**src/rtl/npc_branch_unit_if.sv**
```systemverilog
// Bundle between the D-stage decode/comparator logic and the next-PC / branch unit.
// The master side drives the D-stage instruction and flags; the slave side returns fetch and link state.
interface npc_branch_unit_if #(
  parameter int CNT_W = 16
);
  logic             en;
  logic [31:0]      D_PC;
  logic [15:0]      D_imm16;
  logic [25:0]      D_imm26;
  logic [31:0]      D_rs;
  logic [3:0]       br_type;
  logic             Zero;
  logic             GreaterZero;
  logic             LessZero;
  logic             check;

  logic [31:0]      F_PC;
  logic             taken;
  logic             E_link_we;
  logic [31:0]      E_link_addr;
  logic [CNT_W-1:0] taken_cnt;

  modport master (
    output en, D_PC, D_imm16, D_imm26, D_rs, br_type,
           Zero, GreaterZero, LessZero, check,
    input  F_PC, taken, E_link_we, E_link_addr, taken_cnt
  );

  modport slave (
    input  en, D_PC, D_imm16, D_imm26, D_rs, br_type,
           Zero, GreaterZero, LessZero, check,
    output F_PC, taken, E_link_we, E_link_addr, taken_cnt
  );
endinterface

```
**src/rtl/npc_branch_unit.sv**
```systemverilog
// Fetch PC register and D-stage branch/jump resolution with one delay slot.
// Also registers the $31 link request into E and keeps a saturating taken-redirect counter.
module npc_branch_unit #(
  parameter logic [31:0] PC_RESET = 32'h0000_3000,
  parameter int          CNT_W    = 16
) (
  input  logic               clk,
  input  logic               reset,
  npc_branch_unit_if.slave   bus
);

  typedef enum logic [3:0] {
    BR_NONE  = 4'd0,
    BR_BEQ   = 4'd1,
    BR_BNE   = 4'd2,
    BR_BGTZ  = 4'd3,
    BR_BLTZ  = 4'd4,
    BR_BLEZ  = 4'd5,
    BR_BIOAL = 4'd6,
    BR_J     = 4'd7,
    BR_JAL   = 4'd8,
    BR_JR    = 4'd9
  } br_type_e;

  logic [31:0]      f_pc_q, f_pc_d;
  logic             link_we_q, link_we_d;
  logic [31:0]      link_addr_q, link_addr_d;
  logic [CNT_W-1:0] taken_cnt_q, taken_cnt_d;

  logic             taken;
  logic [31:0]      target;
  logic [31:0]      branch_tgt;
  logic [31:0]      jump_tgt;
  logic [31:0]      next_pc;
  logic             link_req;

  always_comb begin
    branch_tgt = bus.D_PC + 32'd4 + {{14{bus.D_imm16[15]}}, bus.D_imm16, 2'b00};
    jump_tgt   = {bus.D_PC[31:28], bus.D_imm26, 2'b00};
    taken      = 1'b0;
    target     = branch_tgt;
    link_req   = 1'b0;
    case (bus.br_type)
      BR_BEQ:   taken = bus.Zero;
      BR_BNE:   taken = ~bus.Zero;
      BR_BGTZ:  taken = bus.GreaterZero;
      BR_BLTZ:  taken = bus.LessZero;
      BR_BLEZ:  taken = ~bus.GreaterZero;
      BR_BIOAL: begin
        taken    = bus.check;
        link_req = bus.check;
      end
      BR_J: begin
        taken  = 1'b1;
        target = jump_tgt;
      end
      BR_JAL: begin
        taken    = 1'b1;
        target   = jump_tgt;
        link_req = 1'b1;
      end
      BR_JR: begin
        taken  = 1'b1;
        target = bus.D_rs;
      end
      default: taken = 1'b0;
    endcase
    next_pc = taken ? target : (f_pc_q + 32'd4);
  end

  // A stall holds fetch and the counter, and pushes an empty slot into E.
  always_comb begin
    f_pc_d      = f_pc_q;
    link_we_d   = 1'b0;
    link_addr_d = 32'd0;
    taken_cnt_d = taken_cnt_q;
    if (bus.en) begin
      f_pc_d      = next_pc;
      link_we_d   = link_req;
      link_addr_d = bus.D_PC + 32'd8;
      if (taken && (taken_cnt_q != {CNT_W{1'b1}})) begin
        taken_cnt_d = taken_cnt_q + CNT_W'(1);
      end
    end
  end

  always_ff @(posedge clk or posedge reset) begin
    if (reset) begin
      f_pc_q      <= PC_RESET;
      link_we_q   <= 1'b0;
      link_addr_q <= 32'd0;
      taken_cnt_q <= '0;
    end else begin
      f_pc_q      <= f_pc_d;
      link_we_q   <= link_we_d;
      link_addr_q <= link_addr_d;
      taken_cnt_q <= taken_cnt_d;
    end
  end

  assign bus.F_PC        = f_pc_q;
  assign bus.taken       = taken;
  assign bus.E_link_we   = link_we_q;
  assign bus.E_link_addr = link_addr_q;
  assign bus.taken_cnt   = taken_cnt_q;

endmodule

```
**src/flat_wrapper.sv**
```systemverilog
// flat-port wrapper written by rule: the top's interface ports become plain ports
module npc_branch_unit_flat 
#(
  parameter logic [31:0] PC_RESET = 32'h0000_3000,
  parameter int          CNT_W    = 16
)
  (clk, reset, bus_en, bus_D_PC, bus_D_imm16, bus_D_imm26, bus_D_rs, bus_br_type, bus_Zero, bus_GreaterZero, bus_LessZero, bus_check, bus_F_PC, bus_taken, bus_E_link_we, bus_E_link_addr, bus_taken_cnt);
  npc_branch_unit_if #(.CNT_W(CNT_W)) bus_i ();
  input  logic clk;
  input  logic reset;
  input wire logic [$bits(bus_i.en)-1:0] bus_en;
  input wire logic [$bits(bus_i.D_PC)-1:0] bus_D_PC;
  input wire logic [$bits(bus_i.D_imm16)-1:0] bus_D_imm16;
  input wire logic [$bits(bus_i.D_imm26)-1:0] bus_D_imm26;
  input wire logic [$bits(bus_i.D_rs)-1:0] bus_D_rs;
  input wire logic [$bits(bus_i.br_type)-1:0] bus_br_type;
  input wire logic [$bits(bus_i.Zero)-1:0] bus_Zero;
  input wire logic [$bits(bus_i.GreaterZero)-1:0] bus_GreaterZero;
  input wire logic [$bits(bus_i.LessZero)-1:0] bus_LessZero;
  input wire logic [$bits(bus_i.check)-1:0] bus_check;
  output wire logic [$bits(bus_i.F_PC)-1:0] bus_F_PC;
  output wire logic [$bits(bus_i.taken)-1:0] bus_taken;
  output wire logic [$bits(bus_i.E_link_we)-1:0] bus_E_link_we;
  output wire logic [$bits(bus_i.E_link_addr)-1:0] bus_E_link_addr;
  output wire logic [$bits(bus_i.taken_cnt)-1:0] bus_taken_cnt;
  assign bus_i.en = bus_en;
  assign bus_i.D_PC = bus_D_PC;
  assign bus_i.D_imm16 = bus_D_imm16;
  assign bus_i.D_imm26 = bus_D_imm26;
  assign bus_i.D_rs = bus_D_rs;
  assign bus_i.br_type = bus_br_type;
  assign bus_i.Zero = bus_Zero;
  assign bus_i.GreaterZero = bus_GreaterZero;
  assign bus_i.LessZero = bus_LessZero;
  assign bus_i.check = bus_check;
  assign bus_F_PC = bus_i.F_PC;
  assign bus_taken = bus_i.taken;
  assign bus_E_link_we = bus_i.E_link_we;
  assign bus_E_link_addr = bus_i.E_link_addr;
  assign bus_taken_cnt = bus_i.taken_cnt;
  npc_branch_unit #(.PC_RESET(PC_RESET), .CNT_W(CNT_W)) u_core (.clk(clk), .reset(reset), .bus(bus_i));
endmodule
```
**config.mk**
```make
export PLATFORM = sky130hd
export DESIGN_NAME = npc_branch_unit_flat
export DESIGN_NICKNAME = d
export VERILOG_FILES = /design/src/rtl/npc_branch_unit_if.sv /design/src/rtl/npc_branch_unit.sv /design/src/flat_wrapper.sv
export SDC_FILE = /design/constraint.sdc
export NUM_CORES = 1
export LEC_CHECK = 0
export CORE_MARGIN = 8
export CORE_UTILIZATION = 52
export DETAILED_ROUTE_END_ITERATION = 10
export PLACE_DENSITY = 0.87
export SLEW_MARGIN = 20
export SYNTH_ARGS = -nofsm -noshare
export SYNTH_HDL_FRONTEND = slang
export SYNTH_SLANG_ARGS = --single-unit
export TNS_END_PERCENT = 30
```
**constraint.sdc**
```tcl
create_clock -name clk -period 4.55 [get_ports clk]
set_input_delay 0.455 -clock clk [delete_from_list [all_inputs] [get_ports clk]]
set_output_delay 0.455 -clock clk [all_outputs]
set_load 0.1 [all_outputs]
```
==> results.txt <==
The count of different cell masters after synthesis is 79. The worst register-to-register path begins at u_core.bus.F_PC[2]. The prevailing post-synth register cell is sky130_fd_sc_hd__dfrtp_1. The internal portion of total power is 1877 uW. The count of cells resized by post-cts repair came out at 0. The startpoint identified for the worst hold timing path is u_core.bus.F_PC[1]. The number of buffers created by CTS came out at 9. For hold timing, the worst endpoint is u_core.bus.F_PC[1].

In this run, synthesis inferred 0 flip-flops with an integrated enable. The post-CTS setup repair buffer count came out at 0. The final clock period utilization by the worst path is 0.7863. The highest cell delay on the worst timing path came out at 0.90 ns. The combinational share of power came out at 0.558.

The final RePlAce weighted congestion came out at 0.9440. The sequential-to-total area share from yosys stat is 0.3035. The time the final worst path needs with I/O delays and setup came out at 3.578 ns. At the pin with the least slew margin, the transition time is 1.047 ns.

The number of hold buffers added after cts came out at 0. In this run the cell area measured after placement is 0.008806 mm^2. The async set or reset register ratio after synthesis came out at 1.000.

The power density of the placed cells came out at 432.1 mW/mm^2. The worst hold path belongs to the class register to register. In this run the count of I/O pins placed on the die edge is 199. The max-slew violation count came out at 0. The die is 129.4 um wide. The initial cell density of the core is 0.5320.

The worst hold path stage count is 2. VDD sags by at most 0.0002659 V. The final setup violation count came out at 0. TritonCTS built the clock tree. The switching power is 2052 uW.

The total clock sinks came out at 81. After global routing the overflow that remains totals 0. After floorplanning, the core was divided into 41 placement rows.

The worst-path cell with the longest stage delay is sky130_fd_sc_hd__clkdlybuf4s50_1. After the first detailed-routing iteration, the DRC count stood at 692. The switching part of the total came out at 0.5222. The layout overhead on the synthesized area is 35.98%. The core outline area came out at 0.01257 mm^2. Measured along the y axis, the die boundary spans 129.4 um. The total length of routed wires is 23010 um. The warning count from the yosys run is 0.

The dominant delay contributor by cell family on the critical path is compound AO/OA/AOI/OAI gates. The tree is rooted in a sky130_fd_sc_hd__clkbuf_16. The number of antenna violations at the first check in global routing was 1.

After detailed routing, the number of remaining DRC violations is 0. At the worst endpoint, the required time is 4.77 ns. Along the worst path, the maximum fanout reaches 15. The largest net degree at the start of global routing came out at 60. The die covers 0.01674 mm^2. The total power draw is 3929 uW. The number of nets at the end of the flow is 1153. The leakage component of the power is 0.003810 uW. Synthesis inferred 81 register bits.

The global-route wire length before repair is 36090 um. The number of buffer cells added on primary ports came out at 198. The critical path is of the input pin to register type. In this run the deepest clock path goes through 2 buffers. The maximum achievable frequency came out at 279.5 MHz. The first TritonRoute pass finished after 5 iterations.

The run finished with clean final reports. The area share of the largest cell type after synthesis is 0.2957. The number of nets produced by synthesis came out at 966. The number of vias after detailed routing is 7173. The final setup skew is 0.004629 ns. The capture point of the worst reg-to-reg path is u_core.bus.F_PC[30]. The post-detailed-route count of antenna-violating nets is 0. The headroom to the max-slew limit is 0.3000.

The sequential share of power is 0.260. The cell taking the most area after synthesis is sky130_fd_sc_hd__dfrtp_1. The final-layout setup total negative slack is 0 ns.

The total global routing track utilization is 0.2725. The average footprint of a synthesized cell came out at 8.485 um^2. The number of max-cap violations came out at 0. The clock slew seen by the registers of the worst setup and hold paths came out at 0.06 ns.

The worst reg-to-reg path cell count came out at 9. The ratio of cells with drive above 1 in the final layout came out at 0.06429. The number of cells produced by synthesis came out at 788. The total non-filler cell area in the finished layout came out at 0.009092 mm^2.

Dividing the detail-routed wire length by the instance count gives 19.95 um. The clock insertion delay at the later pin of the skew report is 0.35 ns. The share of total power dissipated in the clock network is 0.181. The signal on the critical path passes through clkdlybuf4s50_1 -> ha_1 -> ha_1 -> and4_1 -> and4_1 -> nand3_1 -> a31oi_1 -> o211ai_1 -> a31o_2 -> a31oi_1 -> a311oi_1.

In this run the register-to-register setup slack is 1.92 ns. The H-tree level count came out at 3. The launching element type of the critical path is an input pin.

The wire-length estimate of the detail-placed layout is 17560 um. The category of the worst setup path capture point is a register. After synthesis, the cell types taking the most area are sky130_fd_sc_hd__dfrtp_1, sky130_fd_sc_hd__ha_1, sky130_fd_sc_hd__o21ai_0, sky130_fd_sc_hd__nor2_1, sky130_fd_sc_hd__xnor2_1. Setup repair after global routing left no endpoint under its margin. The buffering stage count on the worst path with inverters included came out at 1. The number of global-route vias before repair came out at 6928. In this run the cell area of the synthesized design comes to 0.006686 mm^2. The final hold violation count is 0. The data arrival at the endpoint of the critical path is 3.80 ns.

The filler cell count in the final layout is 978. The post-detailed-route via-to-cell ratio is 6.221.
==> worst max-delay path by stage <==
stage | start | endpoint | slack, ns | cells past startpoint
global placement | bus_D_imm16[15] | u_core.bus.F_PC[31] | 0.78 | 11
detailed placement | bus_D_imm16[15] | u_core.bus.F_PC[31] | 0.69 | 11
CTS | bus_D_imm16[15] | u_core.bus.F_PC[31] | 1.05 | 11
global route | bus_D_imm16[15] | u_core.bus.F_PC[31] | 0.81 | 11
floorplan | u_core.bus.F_PC[2] | u_core.bus.F_PC[30] | 1.64 | 9
finish | bus_D_imm16[15] | u_core.bus.F_PC[31] | 0.97 | 11
==> through the flow <==
step | hold WS (ns) | cells | util | setup WS, ns
after floorplan | 0.5157 | 788 | - | 1.641
after global placement | 0.4622 | 1136 | 0.7006 | 0.7786
after detailed placement | 0.4701 | 1136 | 0.7006 | 0.6932
after CTS | 0.4838 | 1152 | 0.7231 | 1.048
after global routing | 0.5221 | 1153 | 0.7234 | 0.8064
final | 0.4797 | 1153 | 0.7234 | 0.9723
==> area by class of cell <==
type / count / area (um^2) / share of cell area
inverters: 27 / 103.9 / 0.01142
diodes: 1 / 2.502 / 0.0002752
multi-input cells: 648 / 4404 / 0.4844
clock inverters: 5 / 30.03 / 0.003303
clock buffers: 11 / 252.7 / 0.02780
well taps: 172 / 215.2 / 0.02367
repair buffers: 208 / 2054 / 0.2260
flip-flops and latches: 81 / 2029 / 0.2232
==> placed cells by master, fill, tap and decap left out, types with 22 or more instances in the layout <==
cell,n
sky130_fd_sc_hd__nor2_1,70
sky130_fd_sc_hd__clkdlybuf4s50_1,197
sky130_fd_sc_hd__dfrtp_1,79
sky130_fd_sc_hd__inv_1,24
sky130_fd_sc_hd__o21ai_0,53
sky130_fd_sc_hd__ha_1,60
sky130_fd_sc_hd__xor2_1,28
sky130_fd_sc_hd__a21oi_1,50
sky130_fd_sc_hd__nand2_1,65
sky130_fd_sc_hd__nor3_1,22
sky130_fd_sc_hd__nand3_1,48
sky130_fd_sc_hd__xnor2_1,30
==> logic make-up after synthesis <==
kind of cell / after synthesis / share of synthesized area
xor gates and xnor gates: 58 / 0.07597
adders and majority gates: 61 / 0.1153
DFF: 81 / 0.3035
AOI/OAI and AO/OA: 226 / 0.2268
and+or+nand+nor: 296 / 0.2274
buffers and inverters: 59 / 0.03986
muxes: 7 / 0.01123
==> cell usage after synthesis, types with 15 or more instances <==
master and instances:
sky130_fd_sc_hd__nor2_1 70, sky130_fd_sc_hd__nand4_1 16, sky130_fd_sc_hd__nor3_1 22, sky130_fd_sc_hd__and3_1 15
sky130_fd_sc_hd__xnor2_1 30, sky130_fd_sc_hd__o21ai_0 53, sky130_fd_sc_hd__a21oi_1 50, sky130_fd_sc_hd__nand3_1 48
sky130_fd_sc_hd__nand2_1 65, sky130_fd_sc_hd__a22oi_1 15, sky130_fd_sc_hd__ha_1 60, sky130_fd_sc_hd__a221oi_1 15
sky130_fd_sc_hd__xor2_1 28, sky130_fd_sc_hd__inv_1 25, sky130_fd_sc_hd__dfrtp_1 79
==> power by group through the flow <==
stage	logic, uW	registers [uW]	clock network (uW)
4_1_cts	2180	1020	718
5_1_grt	2290	1050	746
3_5_place_dp	2170	1030	0
3_3_place_gp	2150	1020	0
2_1_floorplan	624	1960	0
6_report	2190	1020	713
==> worst register-to-register path, stage by stage, from the launching register on <==
cell and delay (ns):
sky130_fd_sc_hd__dfrtp_1 0.43, sky130_fd_sc_hd__ha_1 0.24, sky130_fd_sc_hd__and4_1 0.31, sky130_fd_sc_hd__nand4_1 0.23, sky130_fd_sc_hd__nor3_2 0.37, sky130_fd_sc_hd__nand3_1 0.22, sky130_fd_sc_hd__nor3_1 0.27, sky130_fd_sc_hd__o21ai_1 0.15
sky130_fd_sc_hd__nor3b_1 0.24, sky130_fd_sc_hd__nor4_1 0.06
==> state kept, by name (all words and copies together), names as in the netlist <==
name                    count
u_core.bus.taken_cnt       16
u_core.bus.E_link_addr     32
u_core.bus.E_link_we        1
u_core.bus.F_PC            32
==> metal layers <==
metal / wire length, um / global-route usage / vias up / part of all wire
li1: - / - / 3321 / -
met1: 9006 / 0.3344 / 3409 / 0.39
met2: 10850 / 0.4412 / 381 / 0.47
met3: 2379 / 0.06861 / 62 / 0.10
met4: 774 / 0.1265 / 0 / 0.034
met5: 0 / 0 / - / 0
Note: power is estimated with default switching activity, not from simulation.
